==> config.mk <==
export PLATFORM = sky130hd
export DESIGN_NAME = seq_detector_n_flat
export DESIGN_NICKNAME = d
export VERILOG_FILES = /design/src/rtl/seq_det_pkg.sv /design/src/rtl/seq_detector_n_if.sv /design/src/rtl/seq_fallback.sv /design/src/rtl/seq_detector_n.sv /design/src/flat_wrapper.sv
export SDC_FILE = /design/constraint.sdc
export NUM_CORES = 1
export LEC_CHECK = 0
export BUFFER_PORTS_ARGS = -buffer_cell sky130_fd_sc_hd__buf_2
export CAP_MARGIN = 20
export CORE_ASPECT_RATIO = 1.2
export CORE_MARGIN = 3
export CORE_UTILIZATION = 54
export CTS_BUF_LIST = sky130_fd_sc_hd__clkbuf_4 sky130_fd_sc_hd__clkbuf_8 sky130_fd_sc_hd__clkbuf_16
export DETAILED_ROUTE_END_ITERATION = 7
export PLACE_DENSITY = 0.91
export SLEW_MARGIN = 20
export SYNTH_ARGS = -nofsm -noshare
export SYNTH_HDL_FRONTEND = slang
export SYNTH_SLANG_ARGS = --single-unit
==> constraint.sdc <==
create_clock -name clk -period 2.5 [get_ports clk]
set_input_delay 0.375 -clock clk [delete_from_list [all_inputs] [get_ports clk]]
set_output_delay 0.375 -clock clk [all_outputs]
set_load 0.03 [all_outputs]
==> src/rtl/seq_det_pkg.sv <==
// Shared defaults and helpers for the serial pattern detector.
// Every file in the detector slice imports this package.
package seq_det_pkg;

  localparam int         DEF_LEN     = 4;
  localparam logic [3:0] DEF_PATTERN = 4'b1011;
  localparam int         DEF_OVERLAP = 1;
  localparam int         DEF_CNT_W   = 8;

  // Width needed to hold a matched-prefix length of 0..len-1 (at least one bit).
  function automatic int stateWidth(input int len);
    return (len <= 2) ? 1 : $clog2(len);
  endfunction

endpackage

==> src/rtl/seq_detector_n_if.sv <==
// Data, control and status bundle of the pattern detector.
// The driver uses the master side and the detector uses the slave side.
interface seq_detector_n_if
  import seq_det_pkg::*;
#(
  parameter int LEN   = DEF_LEN,
  parameter int CNT_W = DEF_CNT_W,
  localparam int SW   = stateWidth(LEN)
);

  logic             en;
  logic             x;
  logic             load;
  logic [LEN-1:0]   pat_in;
  logic             clr_cnt;
  logic             z;
  logic             z_q;
  logic [CNT_W-1:0] match_cnt;
  logic [SW-1:0]    prog;

  modport master (
    output en, x, load, pat_in, clr_cnt,
    input  z, z_q, match_cnt, prog
  );

  modport slave (
    input  en, x, load, pat_in, clr_cnt,
    output z, z_q, match_cnt, prog
  );

endinterface

==> src/rtl/seq_fallback.sv <==
// Failure fallback: the longest proper suffix of (pattern prefix of length state, xBit)
// that is also a prefix of the pattern. The result is purely combinational.
module seq_fallback
  import seq_det_pkg::*;
#(
  parameter int LEN = DEF_LEN,
  parameter int SW  = stateWidth(DEF_LEN)
) (
  input  logic [LEN-1:0] pattern,
  input  logic [SW-1:0]  state,
  input  logic           xBit,
  output logic [SW-1:0]  fallback
);

  // Bit idx of the pattern. An out-of-range idx reads as 0 and is never relied on.
  function automatic logic patBit(input logic [LEN-1:0] p, input int idx);
    return |(p & (LEN'(1) << idx));
  endfunction

  // Try every candidate length in ascending order, so the longest candidate that fits wins.
  always_comb begin
    int   k;
    logic ok;
    fallback = '0;
    k        = int'(state);
    ok       = 1'b0;
    for (int j = 1; j < LEN; j++) begin
      ok = (j <= k) && (xBit == patBit(pattern, LEN - j));
      for (int m = 0; m < LEN - 2; m++) begin
        if (m < j - 1 &&
            patBit(pattern, LEN - 1 - m) != patBit(pattern, LEN - 1 - (k - j + 1 + m)))
          ok = 1'b0;
      end
      if (ok)
        fallback = SW'(j);
    end
  end

endmodule

==> src/rtl/seq_detector_n.sv <==
// Serial detector for a loadable LEN-bit pattern. It gives a Mealy match pulse,
// a registered copy of that pulse, and a saturating count of matches.
module seq_detector_n
  import seq_det_pkg::*;
#(
  parameter int             LEN     = DEF_LEN,
  parameter logic [LEN-1:0] PATTERN = DEF_PATTERN,
  parameter int             OVERLAP = DEF_OVERLAP,
  parameter int             CNT_W   = DEF_CNT_W,
  localparam int            SW      = stateWidth(LEN)
) (
  input logic             clk,
  input logic             rst,
  seq_detector_n_if.slave bus
);

  localparam logic [SW-1:0]    LAST    = SW'(LEN - 1);
  localparam logic [CNT_W-1:0] CNT_MAX = '1;

  logic [LEN-1:0]   patReg;
  logic [SW-1:0]    state;
  logic [SW-1:0]    fbNext;
  logic [SW-1:0]    border;
  logic [CNT_W-1:0] cnt;
  logic             zReg;
  logic             expBit;
  logic             atEnd;
  logic             hit;
  logic             zComb;

  seq_fallback #(.LEN(LEN), .SW(SW)) uNextFallback (
    .pattern  (patReg),
    .state    (state),
    .xBit     (bus.x),
    .fallback (fbNext)
  );

  // The border of the full pattern is the fallback from the last state when the final bit matches.
  seq_fallback #(.LEN(LEN), .SW(SW)) uBorder (
    .pattern  (patReg),
    .state    (LAST),
    .xBit     (patReg[0]),
    .fallback (border)
  );

  assign expBit = |(patReg & (LEN'(1) << (LEN - 1 - int'(state))));
  assign atEnd  = (state == LAST);
  assign hit    = (bus.x == expBit);
  assign zComb  = !rst && !bus.load && bus.en && atEnd && hit;

  assign bus.z         = zComb;
  assign bus.z_q       = zReg;
  assign bus.match_cnt = cnt;
  assign bus.prog      = state;

  always_ff @(posedge clk) begin
    if (rst) begin
      state  <= '0;
      patReg <= PATTERN;
      cnt    <= '0;
      zReg   <= 1'b0;
    end else begin
      zReg <= zComb;
      if (bus.load) begin
        patReg <= bus.pat_in;
        state  <= '0;
      end else if (bus.en) begin
        if (hit)
          state <= atEnd ? ((OVERLAP != 0) ? border : '0) : state + 1'b1;
        else
          state <= fbNext;
      end
      if (bus.clr_cnt)
        cnt <= '0;
      else if (zComb && cnt != CNT_MAX)
        cnt <= cnt + 1'b1;
    end
  end

endmodule

==> src/flat_wrapper.sv <==
// flat-port wrapper written by rule: the top's interface ports become plain ports
module seq_detector_n_flat import seq_det_pkg::*;
#(
  parameter int             LEN     = DEF_LEN,
  parameter logic [LEN-1:0] PATTERN = DEF_PATTERN,
  parameter int             OVERLAP = DEF_OVERLAP,
  parameter int             CNT_W   = DEF_CNT_W,
  localparam int            SW      = stateWidth(LEN)
)
  (clk, rst, bus_en, bus_x, bus_load, bus_pat_in, bus_clr_cnt, bus_z, bus_z_q, bus_match_cnt, bus_prog);
  seq_detector_n_if #(.LEN(LEN), .CNT_W(CNT_W)) bus_i ();
  input logic clk;
  input logic rst;
  input wire logic [$bits(bus_i.en)-1:0] bus_en;
  input wire logic [$bits(bus_i.x)-1:0] bus_x;
  input wire logic [$bits(bus_i.load)-1:0] bus_load;
  input wire logic [$bits(bus_i.pat_in)-1:0] bus_pat_in;
  input wire logic [$bits(bus_i.clr_cnt)-1:0] bus_clr_cnt;
  output wire logic [$bits(bus_i.z)-1:0] bus_z;
  output wire logic [$bits(bus_i.z_q)-1:0] bus_z_q;
  output wire logic [$bits(bus_i.match_cnt)-1:0] bus_match_cnt;
  output wire logic [$bits(bus_i.prog)-1:0] bus_prog;
  assign bus_i.en = bus_en;
  assign bus_i.x = bus_x;
  assign bus_i.load = bus_load;
  assign bus_i.pat_in = bus_pat_in;
  assign bus_i.clr_cnt = bus_clr_cnt;
  assign bus_z = bus_i.z;
  assign bus_z_q = bus_i.z_q;
  assign bus_match_cnt = bus_i.match_cnt;
  assign bus_prog = bus_i.prog;
  seq_detector_n #(.LEN(LEN), .PATTERN(PATTERN), .OVERLAP(OVERLAP), .CNT_W(CNT_W)) u_core (.clk(clk), .rst(rst), .bus(bus_i));
endmodule
Word level (Yosys, flattened, before mapping):

Index checks and enable logic that the tools add are counted.

* bits in registers: 15
* bits of input ports: 10
* output and inout port bits: 12
* word-level logic and storage cells: 71

* add/sub/neg operators: 11
* order comparisons: 3
* eq/ne operators: 15
* shifts and indexed selects: 4
* multiplexer cells: 14
* bitwise gates (word level): 4
* reductions and logical operators: 16

Operators by type and width (number)
* << shifter 1 x 32 -> 4 bit (first input constant): 4
* subtractor 3 x 32 -> 32 bit (first input constant): 3
* adder 32 x 2 -> 32 bit (second input constant): 2
* AND 4 bit: 4
* OR reduction 4 bit: 4
* two-way mux 2 bit: 6
* adder 8 x 1 -> 8 bit (second input constant): 1
* logical AND 1 bit: 8
* two-way mux 1 bit: 8
* != test 8 bit (second input constant): 1
* equality test 1 bit: 7
* != test 1 bit: 6
* subtractor 2 x 2 -> 3 bit (second input constant): 2
* adder 3 x 2 -> 4 bit (second input constant): 1
* less-or-equal comparator 2 bit (first input constant): 2
* OR reduction 2 bit: 2
* subtractor 2 x 2 -> 3 bit (first input constant): 1
* adder 2 x 1 -> 2 bit (second input constant): 1
* equality test 2 bit (second input constant): 1
* less-or-equal comparator 1 x 2 -> 1 bit (first input constant): 1
* zero test 1 bit: 2

Logic depth before layout (Yosys ltp):

Gate-level depths: netlist of the first run.

* word-level depth: 11
* gate-level depth with buffers: 8
* gate-level depth less buffers: 8

Modules after synthesis:

A second synthesis of the first run with hierarchy kept.

* cell total of the unflattened synthesis: 113
* area, all modules: 957.2 µm²

Modules (own cells, without submodules)
* seq_detector_n: times used 1, cells each 93, area an instance 814.5 µm², seq. area each 300.3 µm²
* seq_fallback: times used 2, cells each 10, area an instance 71.3 µm², seq. area each 0.0 µm²

Least setup slack after synthesis of the first run:

No wires, ideal clock.

* path kind: flip-flop to flip-flop
* start point: register u_core.state[0] (netlist: u_core.bus.prog[0])
* end point: register u_core.cnt[6] (netlist: u_core.bus.match_cnt[6])
* arrival: 2193 ps
* data required time: 2414 ps
* setup slack: 222 ps
* cell stages (with the launch flop): 9
* buffers on the path: 0
* period minus slack after synthesis: 2278 ps
* path through: dfxtp_1 inv_1 ha_1 a22oi_4 and3b_1 o2111ai_2 inv_1 a41oi_1 a211oi_1

* longest elaborated chain between the ends: 7

Ends and longest elaborated chain
* start, declared: line seq_detector_n.sv:21 `logic [SW-1:0] state;`
* start signal, assigned: line seq_detector_n.sv:69 `state <= atEnd ? ((OVERLAP != 0) ? border : '0) : state + 1'b1;`
* start signal, assigned: line seq_detector_n.sv:71 `state <= fbNext;`
* subtractor 2 x 2 -> 3 bit: line seq_detector_n.sv:46 `assign expBit = |(patReg & (LEN'(1) << (LEN - 1 - int'(state))));`
* << shifter 1 x 32 -> 4 bit: line seq_detector_n.sv:46
* AND 4 bit: line seq_detector_n.sv:46
* OR reduction 4 bit: line seq_detector_n.sv:46
* equality test 1 bit: line seq_detector_n.sv:48 `assign hit = (bus.x == expBit);`
* logical AND 1 bit (*): line seq_detector_n.sv:49 `assign zComb = !rst && !bus.load && bus.en && atEnd && hit;`
* via bus_z: line flat_wrapper.sv:19 `output wire logic [$bits(bus_i.z)-1:0] bus_z;`
* logical AND 1 bit (*): line seq_detector_n.sv:75 `else if (zComb && cnt != CNT_MAX)`
* end signal, assigned: line seq_detector_n.sv:76 `cnt <= cnt + 1'b1;`
* end, declared: line seq_detector_n.sv:24 `logic [CNT_W-1:0] cnt;`

Mark *: on every way through the listed nets, which the timed path passes. The rest lies on a longest branch.
A chain may end at the register's enable or synchronous reset.

Worst setup path after layout of the first run:

* start point: register u_core.state[0] (netlist: u_core.bus.prog[0])
* end point: output bus_z

* longest elaborated chain between the ends: 6

Ends and longest elaborated chain (line)
* subtractor 2 x 2 -> 3 bit: seq_detector_n.sv:46
* << shifter 1 x 32 -> 4 bit: seq_detector_n.sv:46
* AND 4 bit: seq_detector_n.sv:46
* OR reduction 4 bit: seq_detector_n.sv:46
* equality test 1 bit: seq_detector_n.sv:48
* logical AND 1 bit (*): seq_detector_n.sv:49
* end, declared: flat_wrapper.sv:19

Mark *: on every way between the ends. The rest lies on a longest branch, timed or not.

==> results of run 1 <==
final timing paths:
check	endpoint	slack (ps)
max	bus_z	90
min	u_core.patReg[0]	300
max reg2reg	u_core.bus.match_cnt[2]	320
min reg2reg	u_core.bus.match_cnt[4]	510
sequential cells by signal, indices dropped and copies added (netlist names):
signal and cells:
u_core.bus.z_q 1, u_core.patReg 4, u_core.bus.match_cnt 8, u_core.bus.prog 2
through the flow:
stage	worst slack [ps]	TNS [ps]
2_1_floorplan	222	0
3_3_place_gp	335	0
3_5_place_dp	249	0
4_1_cts	9.18	0
5_1_grt	-44.7	-44.7
6_report	88.0	0
worst max-delay path: stages, from the launching register on:
cell and delay, ps:
sky130_fd_sc_hd__dfxtp_2 360, sky130_fd_sc_hd__inv_1 130, sky130_fd_sc_hd__ha_1 290, sky130_fd_sc_hd__a22oi_2 80, sky130_fd_sc_hd__a21boi_1 310, sky130_fd_sc_hd__o2111ai_4 220
sky130_fd_sc_hd__inv_2 140, sky130_fd_sc_hd__buf_2 200
repair_timing:
action | CTS | global route
endpoints found under the setup margin | 1 | 1
resized for setup | 2 | 3
hold endpoints to repair | 0 | 0
cell type report:
| cell class | count | area, µm² |
|---|---|---|
| clock buffer | 4 | 30.0 |
| fill | 160 | 672 |
| inverter | 7 | 26.3 |
| multi-input combinational | 95 | 697 |
| sequential | 15 | 303 |
| tap | 19 | 23.8 |
| timing repair buffer | 23 | 120 |
logic make-up after synthesis:
kind of cell	share of synthesized area, %
multiplexers	2.86
AO/OA/AOI/OAI	25.9
AND/OR/NAND/NOR	20.1
buffers and inverters	10.1
flip-flops	27.5
XOR/XNOR	5.61
adder cells (fa/ha/maj)	8.01
layout by cell type, fill, tap and decap left out, drive strengths merged, types with 2 or more instances in the layout:
cell type / count
nand2: 6
a22oi: 3
ha: 7
nand4: 4
a211oi: 3
nor2b: 3
dfxtp: 15
nor2: 5
clkbuf: 4
o211ai: 2
o31ai: 2
inv: 7
a21boi: 2
xor2: 2
o21ai: 8
or3: 4
a21oi: 10
a211o: 3
nand3: 5
buf: 23
nor3: 2
xnor2: 5
mux2i: 2
where the power goes:
group,switching [mW],internal [mW]
Combinational,0.0491,0.0433
Sequential,0.0148,0.245
Clock,0.0810,0.0729
per-layer routing:
metal	vias to the layer above	global-route usage, %	wire [µm]
met5	-	0	0
met4	0	9.09	73
met3	8	2.93	111
met2	29	33.8	1340
met1	479	22.6	1020
li1	502	-	-
==> impl_results.md, run 1 <==
* Result of the run: finished, final reports clean
* Number of global-route vias before repair at 952
* Number of register bits inferred by synthesis at 15
* Number of antenna-violating nets in the routed design at 0
* Count of pins over their slew limit at 0
* Core Area at 0.00187 mm²
* Total of max-cap violations at 0
* Warnings from Yosys at 0
* Share of synthesized registers carrying an async set or reset at 0%
* Final count of hold timing violations at 0
* CTS Sinks at 15
* Share of post-route cells with drive strength above 1 at 25.0%
* Final setup violation count at 0
* Inserted Clock Buffers at 3
* CTS tree: yes
* Drt pass-1 iters at 4
* Setup fix buffers added after clock tree synthesis at 0
* I/O Pins at 22
* Final-stage net count at 162
* Antenna violations before repair at 0
* Instance area after placement at 0.00115 mm²
* Number of cells in the design after placement at 159
* Reg clk slew, reported paths at 90 ps
* Number of I/O port buffers at 21
* Worst-case clock skew at 4.17 ps
* Sequential share of the synthesized area at 27.5%
* Worst skew pair latency at 290 ps
* Setup crit end kind: output port
* Cell types with the largest area share after synthesis: sky130_fd_sc_hd__dfxtp_1 27%, sky130_fd_sc_hd__ha_1 8.0%, sky130_fd_sc_hd__a21oi_1 4.6%, sky130_fd_sc_hd__xnor2_1 4.0%, sky130_fd_sc_hd__o21ai_0 3.7%
* Synth cell types at 48
* Post-CTS Hold Buffers at 0
* Mean cell area of the mapped netlist at 8.82 µm²
* Relative area change from synthesis to final layout at 9.73%
* Area of the die at 0.00260 mm²
* Final WL at 2.54 mm
* VDD IR-drop max at 0.305 mV
* Leading post-synthesis cells by instance count: 15 x sky130_fd_sc_hd__dfxtp_1, 10 x sky130_fd_sc_hd__a21oi_1, 8 x sky130_fd_sc_hd__o21ai_0, 7 x sky130_fd_sc_hd__ha_1, 7 x sky130_fd_sc_hd__inv_1
* Max Fclk at 0.415 GHz
* Maximum number of pins on one net before global-route repair at 12
* Origin of the worst setup path: u_core.bus.prog[0]
* Number of cells traversed by the worst hold path at 2
* Aggregate global routing overflow at 0
* Arrival time at the worst endpoint at 2040 ps
* Vias post-DR at 1018
* Filler-free cell count of the finished design at 163
* Critical path fanouts, max at 8
* Ys flop type: sky130_fd_sc_hd__dfxtp_1
* Total power at 0.506 mW
* Leading cell type by number of instances after synthesis: sky130_fd_sc_hd__dfxtp_1
* Utilization after layout at 64.1%
* Drt wl/cell at 15.6 µm
* Worst EP required at 2120 ps
* Time the final worst path needs with I/O delays and setup at 2410 ps
* HPWL after detailed placement at 1.90 mm
* Logic depth of the worst register-to-register path at 8
* Horizontal extent of the die at 47.1 µm
* Setup crit start kind: register
* Type of the worst min-delay path: input port to register
* Final worst hold slack at 299 ps
* Yosys top cell by area: sky130_fd_sc_hd__dfxtp_1
* Cell area after technology mapping at 0.00109 mm²
* Number of design rule violations left after detail routing at 0
* Remaining max-slew budget at the tightest pin at 71.1%
* Final worst-path cycle share at 96.5%
* Number of enable-type register cells in the synthesized netlist at 0
* Final std cell area, no fill at 0.00120 mm²
* Overall fraction of global-route tracks in use at 19.8%
* Initial DRC Count at 21
* Site Rows at 17
* CP Class: register to output port
* P_leak at 0.536 nW
* Die outline height at 55.3 µm
* Post-synth net total at 141
* Weighted congestion at the end of routability-driven global placement at 0.891
* Initial Util at 58.4%
* Detailed-route vias per instance at 6.25
* Post-synthesis cell count at 124
* Total power density per cell area at 422 mW/mm²
* Yosys top cell area share at 27.5%
* First-pass GRT wire length at 3.95 mm
* Antenna diode count at 0
* Maximum level of the CTS H-tree at 1
* Launch instance of the worst register-to-register path: u_core.bus.prog[0]
* Root buf cell: sky130_fd_sc_hd__clkbuf_4
* Min-delay src: bus_pat_in[0]
* Transition time at the pin with the least slew margin at 432 ps
* Deepest clock path buffer count at 2
Note: power is estimated with default switching activity, not from simulation.
==> run 2: changes to the inputs <==
- PLACE_DENSITY: 0.91 -> default
- PLACE_DENSITY_LB_ADDON: default -> 0.08
- clock period: 2.5 -> 2.4 ns (I/O delays scaled with it)
==> impl_results.md, run 2 (synthesis gave the netlist of run 1 again) <==
* Result of the run: finished, final reports clean (unchanged)
* I/O Pins at 22 (unchanged)
* Final setup violation count at 0 (unchanged)
* Number of cells in the design after placement at 162 (was 159)
* Horizontal extent of the die at 47.1 µm (unchanged)
* P_leak at 0.563 nW (was 0.536 nW)
* Filler-free cell count of the finished design at 169 (was 163)
* Relative area change from synthesis to final layout at 15.0% (was 9.73%)
* Drt pass-1 iters at 4 (unchanged)
* Instance area after placement at 0.00118 mm² (was 0.00115 mm²)
* Root buf cell: sky130_fd_sc_hd__clkbuf_4 (unchanged)
* Total power density per cell area at 418 mW/mm² (was 422 mW/mm²)
* Drt wl/cell at 14.1 µm (was 15.6 µm)
* CTS tree: yes (unchanged)
* Worst Setup Slack post-DPL at 189 ps (was 249 ps)
* Worst-case clock skew at 1.67 ps (was 4.17 ps)
* Area of the die at 0.00260 mm² (unchanged)
* Remaining max-slew budget at the tightest pin at 72.5% (was 71.1%)
* Final std cell area, no fill at 0.00126 mm² (was 0.00120 mm²)
* Summed negative setup slack over all endpoints at 0 ps (unchanged)
* Reg clk slew, reported paths at 90 ps (about the same)
* Overall fraction of global-route tracks in use at 19.7% (was 19.8%)
* Total power at 0.525 mW (was 0.506 mW)
* Worst EP required at 2040 ps (was 2120 ps)
* Leading cell type in the layout, fill and taps excluded: sky130_fd_sc_hd__buf_2 (unchanged)
* Initial Util at 58.4% (unchanged)
* Final worst hold slack at 282 ps (was 299 ps)
* Die outline height at 55.3 µm (unchanged)
* Weighted congestion at the end of routability-driven global placement at 0.860 (was 0.891)
* Setup crit start kind: register (unchanged)
* Number of global-route vias before repair at 906 (was 952)
* Setup repair after global routing missed its margin: no
* Time the final worst path needs with I/O delays and setup at 2210 ps
* FILL cells at 166 (was 160)
* Final-stage net count at 168 (was 162)
* Final count of hold timing violations at 0 (unchanged)
* Aggregate global routing overflow at 0 (unchanged)
* Post-CTS Hold Buffers at 0 (unchanged)
* Initial DRC Count at 7 (was 21)
* CP Class: register to output port (unchanged)
* HPWL after detailed placement at 1.85 mm (was 1.90 mm)
* Deepest clock path buffer count at 2 (unchanged)
* Critical path fanouts, max at 7 (was 8)
* Most frequent cells in the layout: 20 x sky130_fd_sc_hd__buf_2, 13 x sky130_fd_sc_hd__dfxtp_1, 10 x sky130_fd_sc_hd__a21oi_1 (was 21 x sky130_fd_sc_hd__buf_2, 13 x sky130_fd_sc_hd__dfxtp_1, 10 x sky130_fd_sc_hd__a21oi_1)
* CTS Sinks at 15 (unchanged)
* Core Area at 0.00187 mm² (unchanged)
* Antenna violations before repair at 0 (unchanged)
* Number of I/O port buffers at 21 (unchanged)
* Type of the worst min-delay path: input port to register (unchanged)
* Detailed-route vias per instance at 5.90 (was 6.25)
* First-pass GRT wire length at 3.91 mm (was 3.95 mm)
* Count of pins over their slew limit at 0 (unchanged)
* Number of antenna-violating nets in the routed design at 0 (unchanged)
* Arrival time at the worst endpoint at 1850 ps (was 2040 ps)
* Site Rows at 17 (unchanged)
* Worst skew pair latency at 270 ps (was 290 ps)
* Inserted Clock Buffers at 3 (unchanged)
* Antenna diode count at 0 (unchanged)
* Utilization after layout at 67.2% (was 64.1%)
* Flip-flop count of the largest register, all copies and words added at 8 (unchanged)
* Final WL at 2.39 mm (was 2.54 mm)
* Max Fclk at 0.452 GHz
* VDD IR-drop max at 0.254 mV (was 0.305 mV)
* Setup crit end kind: output port (unchanged)
* Number of design rule violations left after detail routing at 0 (unchanged)
* Final worst-path cycle share at 92.2%
* Transition time at the pin with the least slew margin at 407 ps (was 432 ps)
* Share of post-route cells with drive strength above 1 at 30.7% (was 25.0%)
* Maximum level of the CTS H-tree at 1 (unchanged)
* Vias post-DR at 997 (was 1018)
* Final worst setup slack at 187 ps (was 88.0 ps)
* Maximum number of pins on one net before global-route repair at 11 (was 12)
* Reg2Reg Setup Slack at 230 ps (was 320 ps)
* Total of max-cap violations at 0 (unchanged)
[run 2: changes by cell type in the layout (fill, tap and decap cells not counted), sizes merged]
cell | previous run | this run
buf | 23 | 29
[run 2: power by group]
part | total (mW) | switching [mW] | internal, mW
Sequential | 0.265 | 0.00987 | 0.255
Combinational | 0.106 | 0.0561 | 0.0499
Clock | 0.154 | 0.0786 | 0.0756
Total | 0.525 | 0.145 | 0.381
[run 2: cell type report]
type,count,area (µm²),share of cell area (%)
clock buffers,4,30.0,2.39
inverters,7,26.3,2.09
multi-input cells,95,707,56.2
flip-flops and latches,15,303,24.1
well taps,19,23.8,1.89
repair buffers,29,168,13.3
[run 2: final timing paths]
kind / start / endpoint / cells after the start
max: u_core.bus.prog[1] / bus_z / 7
min: bus_pat_in[0] / u_core.patReg[0] / 2
max reg2reg: u_core.bus.prog[1] / u_core.bus.match_cnt[3] / 8
min reg2reg: u_core.bus.match_cnt[3] / u_core.bus.match_cnt[3] / 2
[run 2: what timing repair did]
item                                    in CTS  in global routing
pin swaps                                    1                  1
gates resized for setup                      4                  6
endpoints found under the setup margin       1                  1
endpoints found under the hold margin        0                  0
buffers inserted                             0                  3
[run 2: metal layers]
metal / GRT usage, % / routed length [µm]
met1: 22.0 / 967
met2: 35.5 / 1330
met3: 2.93 / 51
met4: 6.32 / 43
met5: 0 / 0
[run 2: critical path, stage by stage (launching register included)]
cell and delay [ps]:
sky130_fd_sc_hd__dfxtp_2 370, sky130_fd_sc_hd__inv_1 140, sky130_fd_sc_hd__ha_2 270, sky130_fd_sc_hd__a22oi_4 60, sky130_fd_sc_hd__and3b_2 250, sky130_fd_sc_hd__o2111ai_4 220
sky130_fd_sc_hd__inv_2 90, sky130_fd_sc_hd__buf_4 180
